<file path="src/rtl/mem_access_ctrl.sv">
// mem_access_ctrl: single-outstanding RAM access initiator (MAR/MDR), address/data set up one cycle before any strobe.
// Latency: req edge to done = WAIT_CYCLES+2 cycles; out-of-range = 1 cycle when MEM_ACCESS_CTRL_BOUNDS_CHECK_EN is defined.
// Backpressure: none queued; req is sampled only in IDLE, and a req seen while busy is dropped.
`timescale 1ns/1ps
module mem_access_ctrl #(
    parameter int WAIT_CYCLES = 1,
    parameter int ADDR_WORDS  = 512
) (
    input  logic        clock,
    input  logic        clear,
    input  logic        req,
    input  logic        we,
    input  logic [31:0] addr_in,
    input  logic [31:0] wdata,
    output logic        busy,
    output logic        done,
    output logic        err,
    output logic [31:0] rdata,
    output logic [31:0] mem_address,
    output logic [31:0] mem_data_in,
    output logic        mem_read,
    output logic        mem_write,
    input  logic [31:0] mem_data_out
);
    localparam int            CW       = (WAIT_CYCLES > 1) ? $clog2(WAIT_CYCLES) : 1;
    localparam logic [CW-1:0] CNT_LOAD = CW'(WAIT_CYCLES - 1);

    if (WAIT_CYCLES < 1) begin : g_bad_wait_cycles
        $error("mem_access_ctrl: WAIT_CYCLES must be at least 1");
    end
    if (ADDR_WORDS < 1) begin : g_bad_addr_words
        $error("mem_access_ctrl: ADDR_WORDS must be at least 1");
    end

    typedef enum logic [1:0] {
        S_IDLE   = 2'd0,
        S_SETUP  = 2'd1,
        S_ACCESS = 2'd2,
        S_DONE   = 2'd3
    } state_t;

    state_t        state_q, state_d;
    logic          op_q, op_d;
    logic [CW-1:0] cnt_q, cnt_d;
    logic [31:0]   mar_q, mar_d;
    logic [31:0]   wbuf_q, wbuf_d;
    logic [31:0]   rdata_q, rdata_d;
    logic          busy_q, busy_d;
    logic          done_q, done_d;
    logic          err_q, err_d;
    logic          mem_read_q, mem_read_d;
    logic          mem_write_q, mem_write_d;
    logic          addr_oob;

`ifdef MEM_ACCESS_CTRL_BOUNDS_CHECK_EN
    localparam logic [31:0] ADDR_LIMIT = 32'(ADDR_WORDS);
    assign addr_oob = (addr_in >= ADDR_LIMIT);
`else
    assign addr_oob = 1'b0;
`endif

    always_comb begin
        state_d = state_q;
        op_d    = op_q;
        cnt_d   = cnt_q;
        mar_d   = mar_q;
        wbuf_d  = wbuf_q;
        rdata_d = rdata_q;
        err_d   = err_q;

        case (state_q)
            S_IDLE: begin
                if (req) begin
                    mar_d   = addr_in;
                    wbuf_d  = wdata;
                    op_d    = we;
                    err_d   = addr_oob;
                    state_d = addr_oob ? S_DONE : S_SETUP;
                end
            end
            S_SETUP: begin
                cnt_d   = CNT_LOAD;
                state_d = S_ACCESS;
            end
            S_ACCESS: begin
                if (cnt_q == '0) begin
                    if (!op_q) begin
                        rdata_d = mem_data_out;
                    end
                    state_d = S_DONE;
                end else begin
                    cnt_d = cnt_q - 1'b1;
                end
            end
            S_DONE: begin
                state_d = S_IDLE;
            end
            default: begin
                state_d = S_IDLE;
            end
        endcase

        // Outputs are decoded from the next state so every port comes straight from a flop.
        busy_d      = (state_d != S_IDLE);
        done_d      = (state_d == S_DONE);
        mem_read_d  = (state_d == S_ACCESS) && !op_d;
        mem_write_d = (state_d == S_ACCESS) && op_d;
    end

    always_ff @(posedge clock or posedge clear) begin
        if (clear) begin
            state_q     <= S_IDLE;
            op_q        <= 1'b0;
            cnt_q       <= '0;
            mar_q       <= '0;
            wbuf_q      <= '0;
            rdata_q     <= '0;
            busy_q      <= 1'b0;
            done_q      <= 1'b0;
            err_q       <= 1'b0;
            mem_read_q  <= 1'b0;
            mem_write_q <= 1'b0;
        end else begin
            state_q     <= state_d;
            op_q        <= op_d;
            cnt_q       <= cnt_d;
            mar_q       <= mar_d;
            wbuf_q      <= wbuf_d;
            rdata_q     <= rdata_d;
            busy_q      <= busy_d;
            done_q      <= done_d;
            err_q       <= err_d;
            mem_read_q  <= mem_read_d;
            mem_write_q <= mem_write_d;
        end
    end

    assign busy        = busy_q;
    assign done        = done_q;
    assign err         = err_q;
    assign rdata       = rdata_q;
    assign mem_address = mar_q;
    assign mem_data_in = wbuf_q;
    assign mem_read    = mem_read_q;
    assign mem_write   = mem_write_q;

endmodule

</file>
<file path="config.mk">
export PLATFORM = sky130hd
export DESIGN_NAME = mem_access_ctrl
export DESIGN_NICKNAME = d
export VERILOG_FILES = /design/src/rtl/mem_access_ctrl.sv
export SDC_FILE = /design/constraint.sdc
export NUM_CORES = 1
export LEC_CHECK = 0
export BUFFER_PORTS_ARGS = -buffer_cell sky130_fd_sc_hd__clkbuf_2
export CAP_MARGIN = 30
export CORE_AREA = 2 2 96 98
export CTS_BUF_LIST = sky130_fd_sc_hd__clkbuf_8
export DETAILED_ROUTE_END_ITERATION = 6
export DIE_AREA = 0 0 98 100
export PLACE_DENSITY_LB_ADDON = 0.12
export REMOVE_ABC_BUFFERS = 1
export SLEW_MARGIN = 0
export SYNTH_ARGS = -nofsm -noshare
export SYNTH_HDL_FRONTEND = slang
export SYNTH_SLANG_ARGS = --single-unit
</file>
<file path="constraint.sdc">
create_clock -name clock -period 3.9 [get_ports clock]
set_clock_uncertainty 0.2 [all_clocks]
set_input_delay 0.78 -clock clock [delete_from_list [all_inputs] [get_ports clock]]
set_output_delay 0.78 -clock clock [all_outputs]
set_load 0.01 [all_outputs]
</file>
==> run metrics, run 1 <==
clk_lat worst skew=340 ps; Yosys reg bits=103; Worst Path Required=3920 ps; Starting DRT DRC Count=54; Overall Global Routing Usage=16.3%; Hold Crit Class=flop to flop; initial antenna violation count=0; Cells after DPL=531; setup ws final=1780 ps; Initial Util=44.9%; antenna viol nets, final=0; Final Core Density=58.6%; via count=2527; Leak=2.68 nW; setup bufs post-CTS=0; drt pass-1 iters=3; measured slew at the worst slew-check pin=839 ps; RSZ-0062 raised after global routing=false; register area share after synthesis=64.6%; first-pass GRT wire length=12700 um; Final Cycle Share=54.3%; Detailed Place HPWL=5860 um; Wirelength per Cell=14.7 um; most common cell after layout, fill and taps aside=clkbuf_2; number of remaining DRC errors=0; I/O pin cnt=201; Critical Path End Type=flop; Fin Setup TNS=0 ps; area leader, netlist=dfrtp_1; CTS tree=done; power per cell area=835 mW/mm^2; Synth warnings=0; Setup Viol. Count Final=0; Mapped Cells=231; vias in the first global route=2545; Die H=100 um; Yosys top cell area share=64.6%; Post-CTS Resized=0; Worst Setup Start Kind=flop; hold-fix buffers at CTS=0; Highest Clock Rate=0.472 GHz; pin count of the biggest net entering global routing=70; fin. max-slew vios=0; critical path type=flop to flop; Non-Filler Instances=548; die width=98 um; grt total ovfl=0; placed cell area=0.00502 mm^2; pre-CTS setup slack=1530 ps; total wire length=8040 um; outcome=finished, final reports clean; count of input and output buffers=199; CP Max Fanout=64; multi-input logic area=0.00127 mm^2; share of cells above drive strength 1=72.3%; Final GP Congestion=0.744; Min Hold Slack=312 ps; Clock transition at path regs=100 ps; Mapped Area=0.00399 mm^2; Synth area leaders=dfrtp_1 65%, mux2_2 23%, mux2_4 5.3%; final hold violation count=0; nets=536; CTS max path bufs=2; Worst slew margin=44.1%; Arr. time, crit path=2140 ps; total CTS buffers=9; # diodes=0; fill count=766; worst vdd ir=0.000410 V; Distinct cells, synth=20; clock sink total=103; Final Cell Area=0.00521 mm^2; Period minus WS final=2120 ps; H-tree depth=3; register area=0.00258 mm^2; Root Driver=clkbuf_8; area of the core=0.00889 mm^2; Via density=4.61; syn avg cell area=17.3 um^2; Area Growth Syn to Fin=30.5%; Max-Cap Viols=0; Rows=35; Final Power=4.35 mW; Die ar.=0.00980 mm^2; commonest cells after routing, fill and taps aside=199 x clkbuf_2, 103 x dfrtp_1, 82 x mux2_2
==> path summary, 6_finish.rpt <==
kind	startpoint	to	slack [ps]	cells after the start
worst min register to register	mem_data_in[0]$_DFFE_PP0P_	mem_data_in[0]$_DFFE_PP0P_	310	1
worst max register to register	state_q[0]$_DFF_PP0_	mem_address[21]$_DFFE_PP0P_	1780	4
max in group asynchronous	clear	mem_address[16]$_DFFE_PP0P_	2400	3
worst max-delay path	state_q[0]$_DFF_PP0_	mem_address[21]$_DFFE_PP0P_	1780	4
worst min-delay path	mem_data_in[0]$_DFFE_PP0P_	mem_data_in[0]$_DFFE_PP0P_	310	1
min in group asynchronous	clear	rdata[30]$_DFFE_PP0P_	400	2
==> state kept, by name, summed over array words and instances, names as in the netlist, 2 cells and up <==
| signal | cells |
|---|---|
| mem_address | 32 |
| mem_data_in | 32 |
| rdata | 32 |
| state_q | 2 |
==> critical path, stage by stage, from the launching register on <==
cell	delay, ps
dfrtp_1	390
inv_1	90
ha_1	250
nand2_4	600
mux2_2	420
==> Yosys cell counts <==
| library cell | number |
|---|---|
| a21oi_1 | 1 |
| nand2_4 | 1 |
| dfrtp_1 | 103 |
| clkbuf_8 | 6 |
| o21a_1 | 1 |
| inv_1 | 4 |
| a21boi_0 | 1 |
| nor2_1 | 2 |
| nor2b_1 | 1 |
| nor3b_1 | 1 |
| nor3_1 | 1 |
| conb_1 | 1 |
| mux2_4 | 14 |
| a31oi_1 | 1 |
| or2_2 | 1 |
| mux2_2 | 82 |
| buf_4 | 1 |
| and3_2 | 1 |
| ha_1 | 4 |
| buf_6 | 4 |
==> routing by layer <==
layer	GRT usage, %	share of wire [%]	up-vias
met1	20.5	40	1232
met3	5.08	7.2	8
li1	-	-	1196
met2	26.8	51	91
met5	0	0	-
met4	6.20	1.4	0
==> area by class of cell <==
| type | instances | area share (%) |
|---|---|---|
| Clock inverter | 7 | 0.817 |
| Tap cell | 111 | 2.67 |
| Multi-Input combinational cell | 113 | 24.4 |
| Clock buffer | 9 | 2.38 |
| Sequential cell | 103 | 49.5 |
| Inverter | 4 | 0.336 |
| Timing Repair Buffer | 201 | 19.9 |
==> cells by family after synthesis <==
group,after synthesis,share of synthesized area (%)
other cells,1,0.0939
buf+inv,15,3.76
mux,96,28.4
simple gates,8,1.29
flops,103,64.6
fa+ha+maj,4,1.25
compound gates,4,0.658
==> where the power goes <==
part           internal [mW]  switching (mW)
Clock                  0.227           0.343
Combinational           1.04           0.862
Sequential              1.62           0.264
Total                   2.88            1.47
Power figures use the tool's default switching activity.
==> run 2, diff against run 1 <==
- ABC_AREA: unset -> 1
- CORE_AREA: 2 2 96 98 -> 2 2 106 108
- DIE_AREA: 0 0 98 100 -> 0 0 108 110
- clock period: 3.9 -> 1.9 ns (I/O delays scaled with it)
==> run 2 against run 1 <==
- register-to-register slack got worse by 1500 ps
- area after synthesis up 18%
- utilization down 2.7 points
- hold slack got worse by 280 ps
- first-iteration DRC count increased to 3.1 times the previous value
- combinational power rose by 140%
- final cell count is 44% higher
- global-route usage increased by 3.3 points
- clock power grew 140%
- die area up 21%
- highest routed layer unchanged
==> run metrics, run 2 <==
R2R cell count=6; Final Cell Area=0.00598 mm^2; first-pass GRT wire length=18200 um; register area share after synthesis=54.5%; total CTS buffers=9; Reg power frac=40.4%; outcome=finished, final reports clean; CTS max path bufs=2; power per cell area=1660 mW/mm^2; R2R Setup Slk=240 ps; dominant synthesized flop cell=dfrtp_1; die width=108 um; Rows=38; Logic pwr share=45.9%; pin count of the biggest net entering global routing=68; Distinct cells, synth=17; Synth area leaders=dfrtp_1 55%, nand2_4 9.8%, nand2_1 9.5%; area of the core=0.0107 mm^2; initial antenna violation count=0; Period minus WS final=1660 ps; Starting DRT DRC Count=169; fin. max-slew vios=0; Net Sw Frac=42.4%; Async SR Flop Fraction=100%; nets=746; main combinational cell family by area after synthesis=simple AND/OR/NAND/NOR gates; area leader, netlist=dfrtp_1; Hold Crit Class=primary input to flop; CTS tree=done; placed cell area=0.00578 mm^2; Compound-Gate Fraction of Synth Area=0.106%; vias in the first global route=3734; fill count=1008; Detailed Place HPWL=8050 um; number of remaining DRC errors=0; Die ar.=0.0119 mm^2; Psw=4.21 mW; commonest cells after routing, fill and taps aside=198 x clkbuf_2, 119 x nand2_1, 103 x dfrtp_1; Die H=110 um; CP Max Fanout=41; Worst Setup Start Kind=flop; clock share of power=13.6%; Max-Cap Viols=0; I/O pin cnt=201; Final Core Density=55.9%; xor and xnor area share after synthesis=0%; Mapped Area=0.00473 mm^2; grt total ovfl=0; Arr. time, crit path=1760 ps; Yosys reg bits=103; Synth warnings=0; crit path from=state_q[0]$_DFF_PP0_; crit path capture=mem_address[23]$_DFFE_PP0P_; critical path type=flop to flop; Setup Viol. Count Final=0; Wirelength per Cell=14.3 um; count leader, synth=nand2_1; total wire length=11200 um; drt pass-1 iters=4; RSZ-0062 raised after global routing=false; most common cell after layout, fill and taps aside=clkbuf_2; count of input and output buffers=199; Post-Synth Simple-Gate Area=37.3%; share of cells above drive strength 1=51.0%; worst vdd ir=0.000794 V; Area Growth Syn to Fin=26.5%; commonest cells in the netlist=119 x nand2_1, 103 x dfrtp_1, 79 x nand3_1; Final Cycle Share=87.2%; number of flops mapped to enable cells by yosys=0; Yosys top cell area share=54.5%; adder-cell share of the synthesized area=1.06%; H-tree depth=3; syn avg cell area=10.5 um^2; Post-CTS Resized=0; # diodes=0; Root Driver=clkbuf_8; Critical Path End Type=flop; Overall Global Routing Usage=19.6%; via count=3675; clk_lat worst skew=360 ps; mux cell area share after synthesis=0%; Clock transition at path regs=90 ps; Leak=3.35 nW; Int Pwr=5.72 mW; antenna viol nets, final=0; reg-to-reg endpoint=mem_address[23]$_DFFE_PP0P_; Via density=4.67; Initial Util=44.2%; final hold violation count=0; Highest Clock Rate=0.604 GHz; Final GP Congestion=0.725; reg-to-reg startpoint=state_q[0]$_DFF_PP0_; Mapped Cells=451; Worst Path Required=2010 ps; clock sink total=103
==> run 2: cell count changes in the layout (fill, tap and decap cells not counted), sizes merged, moves of 2 or more <==
cell      change
nand3        +99
inv           +4
clkinvlp      -4
buf          +12
clkinv        +2
mux2         -96
nand2       +199
==> run 2: worst max-delay path, stage by stage, from the launching register on <==
cell,delay [ps]
dfrtp_1,380
inv_1,90
ha_2,230
nand2_4,170
buf_12,340
nand2_1,90
nand2_1,70
==> run 2: layout make-up <==
class                      instances  area, um^2  share of cell area (%)
sequential                       103        2580                    43.1
multi-input combinational        307        1820                    30.5
timing repair buffer             213        1180                    19.7
tap                              140         175                    2.93
clock buffer                      10         138                    2.30
clock inverter                     6        52.6                   0.879
inverter                           8        32.5                   0.544
==> run 2: worst min-delay path by stage <==
stage,start,end,slack [ps],cells past startpoint
after floorplan,op_q$_DFF_PP0_,op_q$_DFF_PP0_,280,2
after global placement,clear,mem_data_in[31]$_DFFE_PP0P_,160,2
after detailed placement,clear,mem_data_in[31]$_DFFE_PP0P_,160,2
after CTS,addr_in[20],mem_address[20]$_DFFE_PP0P_,20,3
after global routing,wdata[6],mem_data_in[6]$_DFFE_PP0P_,20,3
final,addr_in[17],mem_address[17]$_DFFE_PP0P_,30,3
==> run 2: power groups by stage <==
stage / sequential [mW] / clock [mW] / combinational [mW]
after floorplan: 4.47 / 0 / 2.26
after global placement: 4.02 / 0 / 4.56
after detailed placement: 4.06 / 0 / 4.67
after CTS: 4.03 / 1.40 / 4.66
after global routing: 4.14 / 1.49 / 5.12
final: 4.01 / 1.35 / 4.56
==> run 2: timing repair <==
item / CTS / global route
endpoints found under the hold margin: 17 / 0
hold buffers: 1 / 0
endpoints found under the setup margin: 0 / 0
setup buffers: 0 / 0
==> run 2: logic make-up after synthesis <==
logic type	count (synthesis)
AOI/OAI and AO/OA	1
DFF	103
buffers and inverters	41
and+or+nand+nor	301
adders and majority gates	4
other	1
==> run 2: routing by layer <==
| metal | wire (um) | track usage [%] | part of all wire (%) |
|---|---|---|---|
| met4 | 208 | 7.78 | 1.9 |
| met2 | 5220 | 30.6 | 46 |
| met5 | 0 | 0 | 0 |
| met1 | 4830 | 26.1 | 43 |
| met3 | 973 | 5.47 | 8.7 |
==> run 2: metrics by stage <==
| stage | cells | setup TNS (ps) | power, mW | setup slack (ps) | hold slack, ps |
|---|---|---|---|---|---|
| CTS | 787 | 0 | 10.1 | 240 | 18.5 |
| global route | 787 | 0 | 10.8 | 118 | 17.1 |
| detailed placement | 770 | 0 | 8.72 | 253 | 159 |
| floorplan | 418 | -285430 | 6.73 | -1960 | 283 |
| finish | 787 | 0 | 9.93 | 244 | 33.5 |
| global placement | 770 | 0 | 8.58 | 306 | 160 |
